===== src/rtl/enc_4_a_2_sync_pkg.sv =====
// Shared DPWM phase-select definitions: active-low phase codes, readback FSM
// encoding and the code-to-index decoders used by enc_4_a_2_sync.
package enc_4_a_2_sync_pkg;

  localparam logic [3:0] PH0_N     = 4'b1110;
  localparam logic [3:0] PH1_N     = 4'b1101;
  localparam logic [3:0] PH2_N     = 4'b1011;
  localparam logic [3:0] PH3_N     = 4'b0111;
  localparam logic [3:0] PH_IDLE_N = 4'b1111;

  typedef enum logic [1:0] {
    IDLE  = 2'd0,
    TRACK = 2'd1,
    PEND  = 2'd2
  } state_t;

  typedef struct packed {
    logic       legal;
    logic [1:0] idx;
  } dec_t;

  function automatic dec_t decode_strict(input logic [3:0] c);
    dec_t d;
    d = '{legal: 1'b0, idx: 2'd0};
    case (c)
      PH0_N:   d = '{legal: 1'b1, idx: 2'd0};
      PH1_N:   d = '{legal: 1'b1, idx: 2'd1};
      PH2_N:   d = '{legal: 1'b1, idx: 2'd2};
      PH3_N:   d = '{legal: 1'b1, idx: 2'd3};
      default: d = '{legal: 1'b0, idx: 2'd0};
    endcase
    return d;
  endfunction

  // Lowest-index low bit wins; only the all-high idle code is not legal.
  function automatic dec_t decode_priority(input logic [3:0] c);
    dec_t d;
    d = '{legal: 1'b0, idx: 2'd0};
    if (!c[0])      d = '{legal: 1'b1, idx: 2'd0};
    else if (!c[1]) d = '{legal: 1'b1, idx: 2'd1};
    else if (!c[2]) d = '{legal: 1'b1, idx: 2'd2};
    else if (!c[3]) d = '{legal: 1'b1, idx: 2'd3};
    return d;
  endfunction

endpackage


===== src/rtl/enc_4_a_2_sync_sync_filt_4.sv =====
// Synchronizer chain plus stability filter for the four phase readback lines.
// Emits the filtered code and a one-cycle commit strobe per new stable code.
module sync_filt_4 #(
  parameter int SYNC_STAGES = 2,
  parameter int FILT_CYCLES = 4,
  localparam int FILT_W = $clog2(FILT_CYCLES + 1)
) (
  input  logic       clk,
  input  logic       reset,
  input  logic       clr_i,
  input  logic [3:0] in_n_i,
  output logic [3:0] code_o,
  output logic       commit_o
);

  logic [3:0]        sync_q [SYNC_STAGES];
  logic [3:0]        last_q, last_d;
  logic [3:0]        committed_q, committed_d;
  logic [FILT_W-1:0] cnt_q, cnt_d;
  logic [3:0]        s;

  assign s = sync_q[SYNC_STAGES-1];

  // Commit is judged on the values taken at this edge, so a clean change
  // commits SYNC_STAGES + FILT_CYCLES edges after it is applied.
  always_comb begin
    last_d = last_q;
    cnt_d  = cnt_q;
    if (s != last_q) begin
      last_d = s;
      cnt_d  = FILT_W'(1);
    end else if (cnt_q != FILT_W'(FILT_CYCLES)) begin
      cnt_d = cnt_q + FILT_W'(1);
    end
    if (clr_i) cnt_d = '0;
    commit_o    = !clr_i && (cnt_d == FILT_W'(FILT_CYCLES)) && (last_d != committed_q);
    committed_d = clr_i ? 4'hF : (commit_o ? last_d : committed_q);
    code_o      = last_d;
  end

  always_ff @(posedge clk or posedge reset) begin
    if (reset) begin
      for (int i = 0; i < SYNC_STAGES; i++) sync_q[i] <= 4'hF;
      last_q      <= 4'hF;
      committed_q <= 4'hF;
      cnt_q       <= '0;
    end else begin
      sync_q[0] <= in_n_i;
      for (int i = 1; i < SYNC_STAGES; i++) sync_q[i] <= sync_q[i-1];
      last_q      <= last_d;
      committed_q <= committed_d;
      cnt_q       <= cnt_d;
    end
  end

endmodule


===== src/rtl/enc_4_a_2_sync.sv =====
// DPWM phase-select readback: filters IN_N, encodes to a 2-bit index and hands
// it off over valid/ready. Optional macro ENC_PRIORITY_EN: priority-encode multi-low codes.
module enc_4_a_2_sync
  import enc_4_a_2_sync_pkg::*;
#(
  parameter int SYNC_STAGES = 2,
  parameter int FILT_CYCLES = 4
) (
  input  logic       clk,
  input  logic       reset,
  input  logic       EN,
  input  logic [3:0] IN_N,
  output logic [1:0] OUT,
  output logic       OUT_VALID,
  input  logic       OUT_READY,
  output logic       ACTIVE,
  output logic       ERR,
  output logic       OVR
);

  logic [3:0] code;
  logic       commit, legal_commit;
  dec_t       dec;
  state_t     state_q, state_d;
  logic [1:0] out_q, out_d;
  logic       active_q, active_d, err_q, err_d, ovr_q, ovr_d;

  sync_filt_4 #(
    .SYNC_STAGES(SYNC_STAGES),
    .FILT_CYCLES(FILT_CYCLES)
  ) u_filt (
    .clk     (clk),
    .reset   (reset),
    .clr_i   (~EN),
    .in_n_i  (IN_N),
    .code_o  (code),
    .commit_o(commit)
  );

`ifdef ENC_PRIORITY_EN
  localparam bit ERR_EN = 1'b0;
  assign dec = decode_priority(code);
`else
  localparam bit ERR_EN = 1'b1;
  assign dec = decode_strict(code);
`endif

  assign legal_commit = commit && dec.legal;

  always_comb begin
    state_d  = state_q;
    out_d    = out_q;
    active_d = active_q;
    err_d    = err_q;
    ovr_d    = ovr_q;
    if (!EN) begin
      state_d  = IDLE;
      active_d = 1'b0;
      err_d    = 1'b0;
      ovr_d    = 1'b0;
    end else begin
      if (commit) begin
        if (dec.legal) begin
          out_d    = dec.idx;
          active_d = 1'b1;
        end else begin
          active_d = 1'b0;
          if (ERR_EN && (code != PH_IDLE_N)) err_d = 1'b1;
        end
      end
      case (state_q)
        IDLE:  state_d = TRACK;
        TRACK: if (legal_commit) state_d = PEND;
        PEND: begin
          if (legal_commit) begin
            if (!OUT_READY) ovr_d = 1'b1;
          end else if (OUT_READY) begin
            state_d = TRACK;
          end
        end
        default: state_d = IDLE;
      endcase
    end
  end

  always_ff @(posedge clk or posedge reset) begin
    if (reset) begin
      state_q  <= IDLE;
      out_q    <= 2'b00;
      active_q <= 1'b0;
      err_q    <= 1'b0;
      ovr_q    <= 1'b0;
    end else begin
      state_q  <= state_d;
      out_q    <= out_d;
      active_q <= active_d;
      err_q    <= err_d;
      ovr_q    <= ovr_d;
    end
  end

  assign OUT       = out_q;
  assign OUT_VALID = (state_q == PEND);
  assign ACTIVE    = active_q;
  assign ERR       = err_q;
  assign OVR       = ovr_q;

endmodule


===== config.mk =====
export PLATFORM = sky130hd
export DESIGN_NAME = enc_4_a_2_sync
export DESIGN_NICKNAME = d
export VERILOG_FILES = /design/src/rtl/enc_4_a_2_sync_pkg.sv /design/src/rtl/enc_4_a_2_sync_sync_filt_4.sv /design/src/rtl/enc_4_a_2_sync.sv
export SDC_FILE = /design/constraint.sdc
export NUM_CORES = 1
export LEC_CHECK = 0
export BUFFER_PORTS_ARGS = -buffer_cell sky130_fd_sc_hd__buf_2
export CORE_ASPECT_RATIO = 0.6
export CORE_UTILIZATION = 50
export DETAILED_ROUTE_END_ITERATION = 6
export PLACE_DENSITY = 0.73
export SETUP_SLACK_MARGIN = 0.02
export SLEW_MARGIN = 20
export SYNTH_ARGS = -nofsm -noshare
export SYNTH_HDL_FRONTEND = slang
export SYNTH_SLANG_ARGS = --single-unit

===== constraint.sdc =====
create_clock -name clk -period 2.2 [get_ports clk]
set_clock_uncertainty 0.2 [all_clocks]
set_input_delay 0 -clock clk [delete_from_list [all_inputs] [get_ports clk]]
set_output_delay 0 -clock clk [all_outputs]
set_load 0.01 [all_outputs]

# Yosys cells after proc, flatten, opt, wreduce, memory -nomap -nowiden
# Index checks and enable logic that the tools add are counted.
# word_totals
inputBits,8
reg_bits,26
# op_classes
add_sub_neg,1
n_reduce_logical,8
eq_ne,20
n_mux,23
# op_table
operator,n
$eq A4 B4 Y1 const B,3
$mux W4,3
$pmux W3 S4,1
$reduce_and A3 Y1,4
$mux W1,11
$mux W3,3
$ne A3 B3 Y1 const B,3
$mux W2,4
$ne A2 B1 Y1 const B,4
$ne A4 B4 Y1,2
$pmux W2 S3,1
$eq A4 B3 Y1 const B,1
$ne A2 B2 Y1 const B,2
$ne A4 B4 Y1 const B,1
$add A3 B1 Y3 const B,1
$eq A3 B3 Y1 const B,1
$logic_and A1 B1 Y1,3
$ne A3 B2 Y1 const B,1
$eq A2 B1 Y1 const B,1
$eq A2 B2 Y1 const B,1
$logic_not A2 Y1,1

# Depth between registers and ports, before layout
# depth
depth_word,11
depth_mapped,7

# Cells and area by module
# From an unflattened synthesis, not the netlist that was laid out.
# unflattened
cells_unflattened,103
area_unflattened_um2,1196.1
# by_module_without_submodules
mod,area_each_um2,seq_area_each_um2,cells_each,instances
sync_filt_4,802.0,495.5,63,1
enc_4_a_2_sync,394.1,175.2,40,1

# Least setup slack after synthesis
# No wires, ideal clock.
# synth_path
path_type,register to register
from,register u_filt.sync_q (netlist bit u_filt.s[3])
to,register out_q[0] (netlist: OUT[0])
setup_time_ps,125
arrival_time_ps,1804
setup_slack_ps,70
n_path_buf,1
path_stages_with_launch,7
synth_period_minus_slack_ps,2130
path_cell_list,dfstp_2 buf_2 xor2_1 nor4_4 nand4_4 a21oi_4 mux2_4
# synth_between
elab_chain_len,7
word_cells_on_any_way,14
# synth_lines
element,line_no,text
"start, declared",enc_4_a_2_sync_sync_filt_4.sv:16,logic [3:0] sync_q [SYNC_STAGES];
$ne A4 B4 Y1,enc_4_a_2_sync_sync_filt_4.sv:29,if (s != last_q) begin
$mux W3,enc_4_a_2_sync_sync_filt_4.sv:29,
$mux W3,enc_4_a_2_sync_sync_filt_4.sv:35,if (clr_i) cnt_d = '0;
$eq A3 B3 Y1,enc_4_a_2_sync_sync_filt_4.sv:36,commit_o = !clr_i && (cnt_d == FILT_W'(FILT_CYCLES)) && (last_d != committed_q);
$logic_and A1 B1 Y1 (2 in a row),enc_4_a_2_sync_sync_filt_4.sv:36,
$reduce_and A3 Y1 (no source line),n/a,
"end signal, assigned",enc_4_a_2_sync.sv:95,out_q <= out_d;
"end, declared",enc_4_a_2_sync.sv:25,"logic [1:0] out_q, out_d;"
# Parallel ways exist; a longest one is shown, timed or not.
# A chain may end at the register's enable or synchronous reset.

# Worst setup path after layout
# layout_path
from,register u_filt.sync_q (netlist bit u_filt.s[2])
to,register out_q[0] (netlist: OUT[0])
# The elaborated chain is that of the path after synthesis.

==> results.py <==
metrics = {
    "floorplanning": {
        "die_area_mm2": 0.00267,
        "die_y_um": 40.4,
        "num_rows": 13,
        "start_util": 0.548,
        "core_mm2": 0.00224,
        "die_x_um": 66.1,
        "pin_count": 14,
    },
    "power_and_ir_drop": {
        "p_leak_nw": 0.700,
        "p_total_mw": 0.994,
        "cellPowerDensity_mw_per_mm2": 675,
        "ir_drop_v": 0.000401,
    },
    "clock_network": {
        "cts-root-buf": "clkbuf_8",
        "clkLatencyLatePin_ns": 0.28,
        "cts_tree": "done",
        "cts_buffer_depth": 2,
        "h-tree-depth": 1,
        "cts_made_buffers": 3,
        "cts.clk_slew.worst_paths_ns": 0.10,
        "clock-sinks": 26,
    },
    "synth": {
        "async_flop_share": 1.00,
        "synth-seq-cells": 26,
        "yosysSeqAreaShare": 0.545,
        "syn_inst": 99,
        "synth_flop_cell": "dfstp_2",
        "syn_area_per_cell_um2": 12.4,
        "yosys_warnings": 0,
        "synth-edff-count": 0,
        "synth_cell_types": 39,
        "syn-cell-area_mm2": 0.00123,
        "syn_nets": 109,
    },
    "sta": {
        "hold_viol": 0,
        "rsz0062_at_grt": "no",
        "setup_viol": 0,
        "period_needed_ns": 2.09,
        "holdWs_ns": 0.123,
        "clock.fmax_mhz": 478,
        "setup-tns-final_ns": 0,
        "slew_viol_final": 0,
        "fin_crit_sh": 0.951,
        "final.setup.worst_slack_ns": 0.108,
        "slew-limit-headroom": 0.766,
        "tightest_slew_ns": 0.352,
    },
    "final_layout": {
        "layout.nets": 132,
        "n_antenna_cell": 0,
        "n_fill_cell": 173,
        "final_area_mm2": 0.00147,
        "synthToLayoutAreaGrowth_pct": 19.7,
        "final_common_cell": "dfstp_2",
        "drive_gt1_frac": 0.430,
        "mostFrequentLayoutCells": "16 x dfstp_2, 13 x buf_2, 10 x dfrtp_1",
    },
    "routing": {
        "vias": 785,
        "drt_iter0_drc": 22,
        "routed_via_density": 5.20,
        "detail_route.wl_per_cell_um": 14.3,
        "drc": 0,
        "firstDrtPassIters": 4,
        "drt-total-wl_mm": 2.15,
        "ant_nets": 0,
    },
    "placement": {
        "gp_congestion": 0.782,
        "dpl_cell_area_mm2": 0.00133,
        "dp_slack_ns": 0.119,
        "port_buffers": 13,
        "dp.final_hpwl_mm": 1.47,
    },
    "job": {
        "maxCapViolCount": 0,
    },
    "critical_path": {
        "critPathKind": "register to register",
        "crit_fanout": 8,
        "worstPathRequired_ns": 2.16,
        "endpoint_kind": "register",
        "cp.arrival_ns": 2.05,
        "cp-start-kind": "register",
    },
    "global_routing": {
        "grt_pass1_vias": 650,
        "met1_usage": 0.268,
        "use_met3": 0.0682,
        "grt-ovfl-total": 0,
        "grt_util_all_layers": 0.188,
        "grt_antenna_before_repair": 0,
        "grt_max_degree": 27,
        "use_met2": 0.265,
        "grt_pass1_wl_mm": 3.32,
        "grt_most_used_layer": "met1",
    },
    "hold_path": {
        "hold_path.class": "input pin to asynchronous set/reset pin",
    },
    "run_status": {
        "status": "completed",
    },
}
critical path, cell delays in order (launching register included):
cell     delay [ns]
dfstp_2        0.63
xor2_2         0.10
nor4_4         0.38
nand4_4        0.19
a21oi_4        0.18
mux2_4         0.31
synth_stat cells, types with 2 or more instances:
library cell | n | share of area
mux2i_1 | 4 | 0.033
dfstp_2 | 16 | 0.34
and2_2 | 2 | 0.012
o21ai_0 | 4 | 0.016
buf_6 | 2 | 0.018
xor2_1 | 6 | 0.043
dfrtp_1 | 10 | 0.20
clkbuf_1 | 4 | 0.012
xnor2_1 | 4 | 0.028
nor2b_1 | 2 | 0.010
and3_2 | 2 | 0.012
a31oi_1 | 2 | 0.010
inv_1 | 7 | 0.021
nand2_1 | 6 | 0.018
nand3b_1 | 2 | 0.012
ha_1 | 2 | 0.020
buf_2 | 2 | 0.0081
per-layer routing:
layer | vias to the layer above | wire [um]
li1 | 373 | -
met1 | 389 | 1090
met2 | 18 | 935
met3 | 5 | 99
met4 | 0 | 27
met5 | - | 0
logic make-up (layout without fill, tap and decap cells):
family                     count (synthesis)  after routing  share of synthesized area
DFF                                       26             26                      0.545
AOI/OAI and AO/OA                         17             17                      0.108
and+or+nand+nor                           21             21                      0.122
muxes                                      5              5                     0.0447
adders and majority gates                  3              3                     0.0285
xor gates and xnor gates                  11             11                     0.0843
buffers and inverters                     16             38                     0.0681
final cells by class:
type,instances,area [um^2],area share
clock buffer,3,41.3,0.0280
clock inverter,1,30.0,0.0204
inverter,7,26.3,0.0178
multi-input combinational,57,480,0.326
sequential,26,671,0.455
tap,30,37.5,0.0255
timing repair buffer,27,188,0.127
sequential cells by signal, indices dropped and copies added (netlist names):
name / cells
u_filt.committed_q: 4
OUT: 2
u_filt.s: 4
u_filt.sync_q: 4
state_q: 2
ERR: 1
u_filt.cnt_q: 3
OVR: 1
u_filt.last_q: 4
ACTIVE: 1
worst paths after layout:
path	startpoint	to	slack, ns	depth (start not counted)
max	u_filt.s[2]	OUT[0]	0.11	5
min	reset	OUT[1]	0.12	4
max reg2reg	u_filt.s[2]	OUT[0]	0.11	5
min reg2reg	u_filt.sync_q[4]	u_filt.s[0]	0.16	0
max in group asynchronous	reset	u_filt.s[1]	1.37	4
min in group clk	IN_N[0]	u_filt.sync_q[4]	0.15	2
stage by stage:
stage	utilization	cells
after floorplan	-	99
after global placement	0.592	140
after detailed placement	0.592	140
after CTS	0.655	151
after global routing	0.657	151
final	0.657	151
report_power, final:
part / internal, mW / switching [mW] / total, mW / leakage, nW
registers: 0.501 / 0.0139 / 0.515 / 0.303
clock network: 0.244 / 0.150 / 0.393 / 0.0357
logic: 0.0412 / 0.0446 / 0.0858 / 0.361
repair_timing:
| item | 4_1_cts | 5_1_grt |
|---|---|---|
| endpoints found under the setup margin | 0 | 2 |
| hold buffers | 7 | 0 |
| gates resized for setup | 0 | 1 |
| endpoints found under the hold margin | 40 | 0 |
| buffers inserted | 0 | 0 |
No activity file was read; power rests on OpenSTA's default activity.
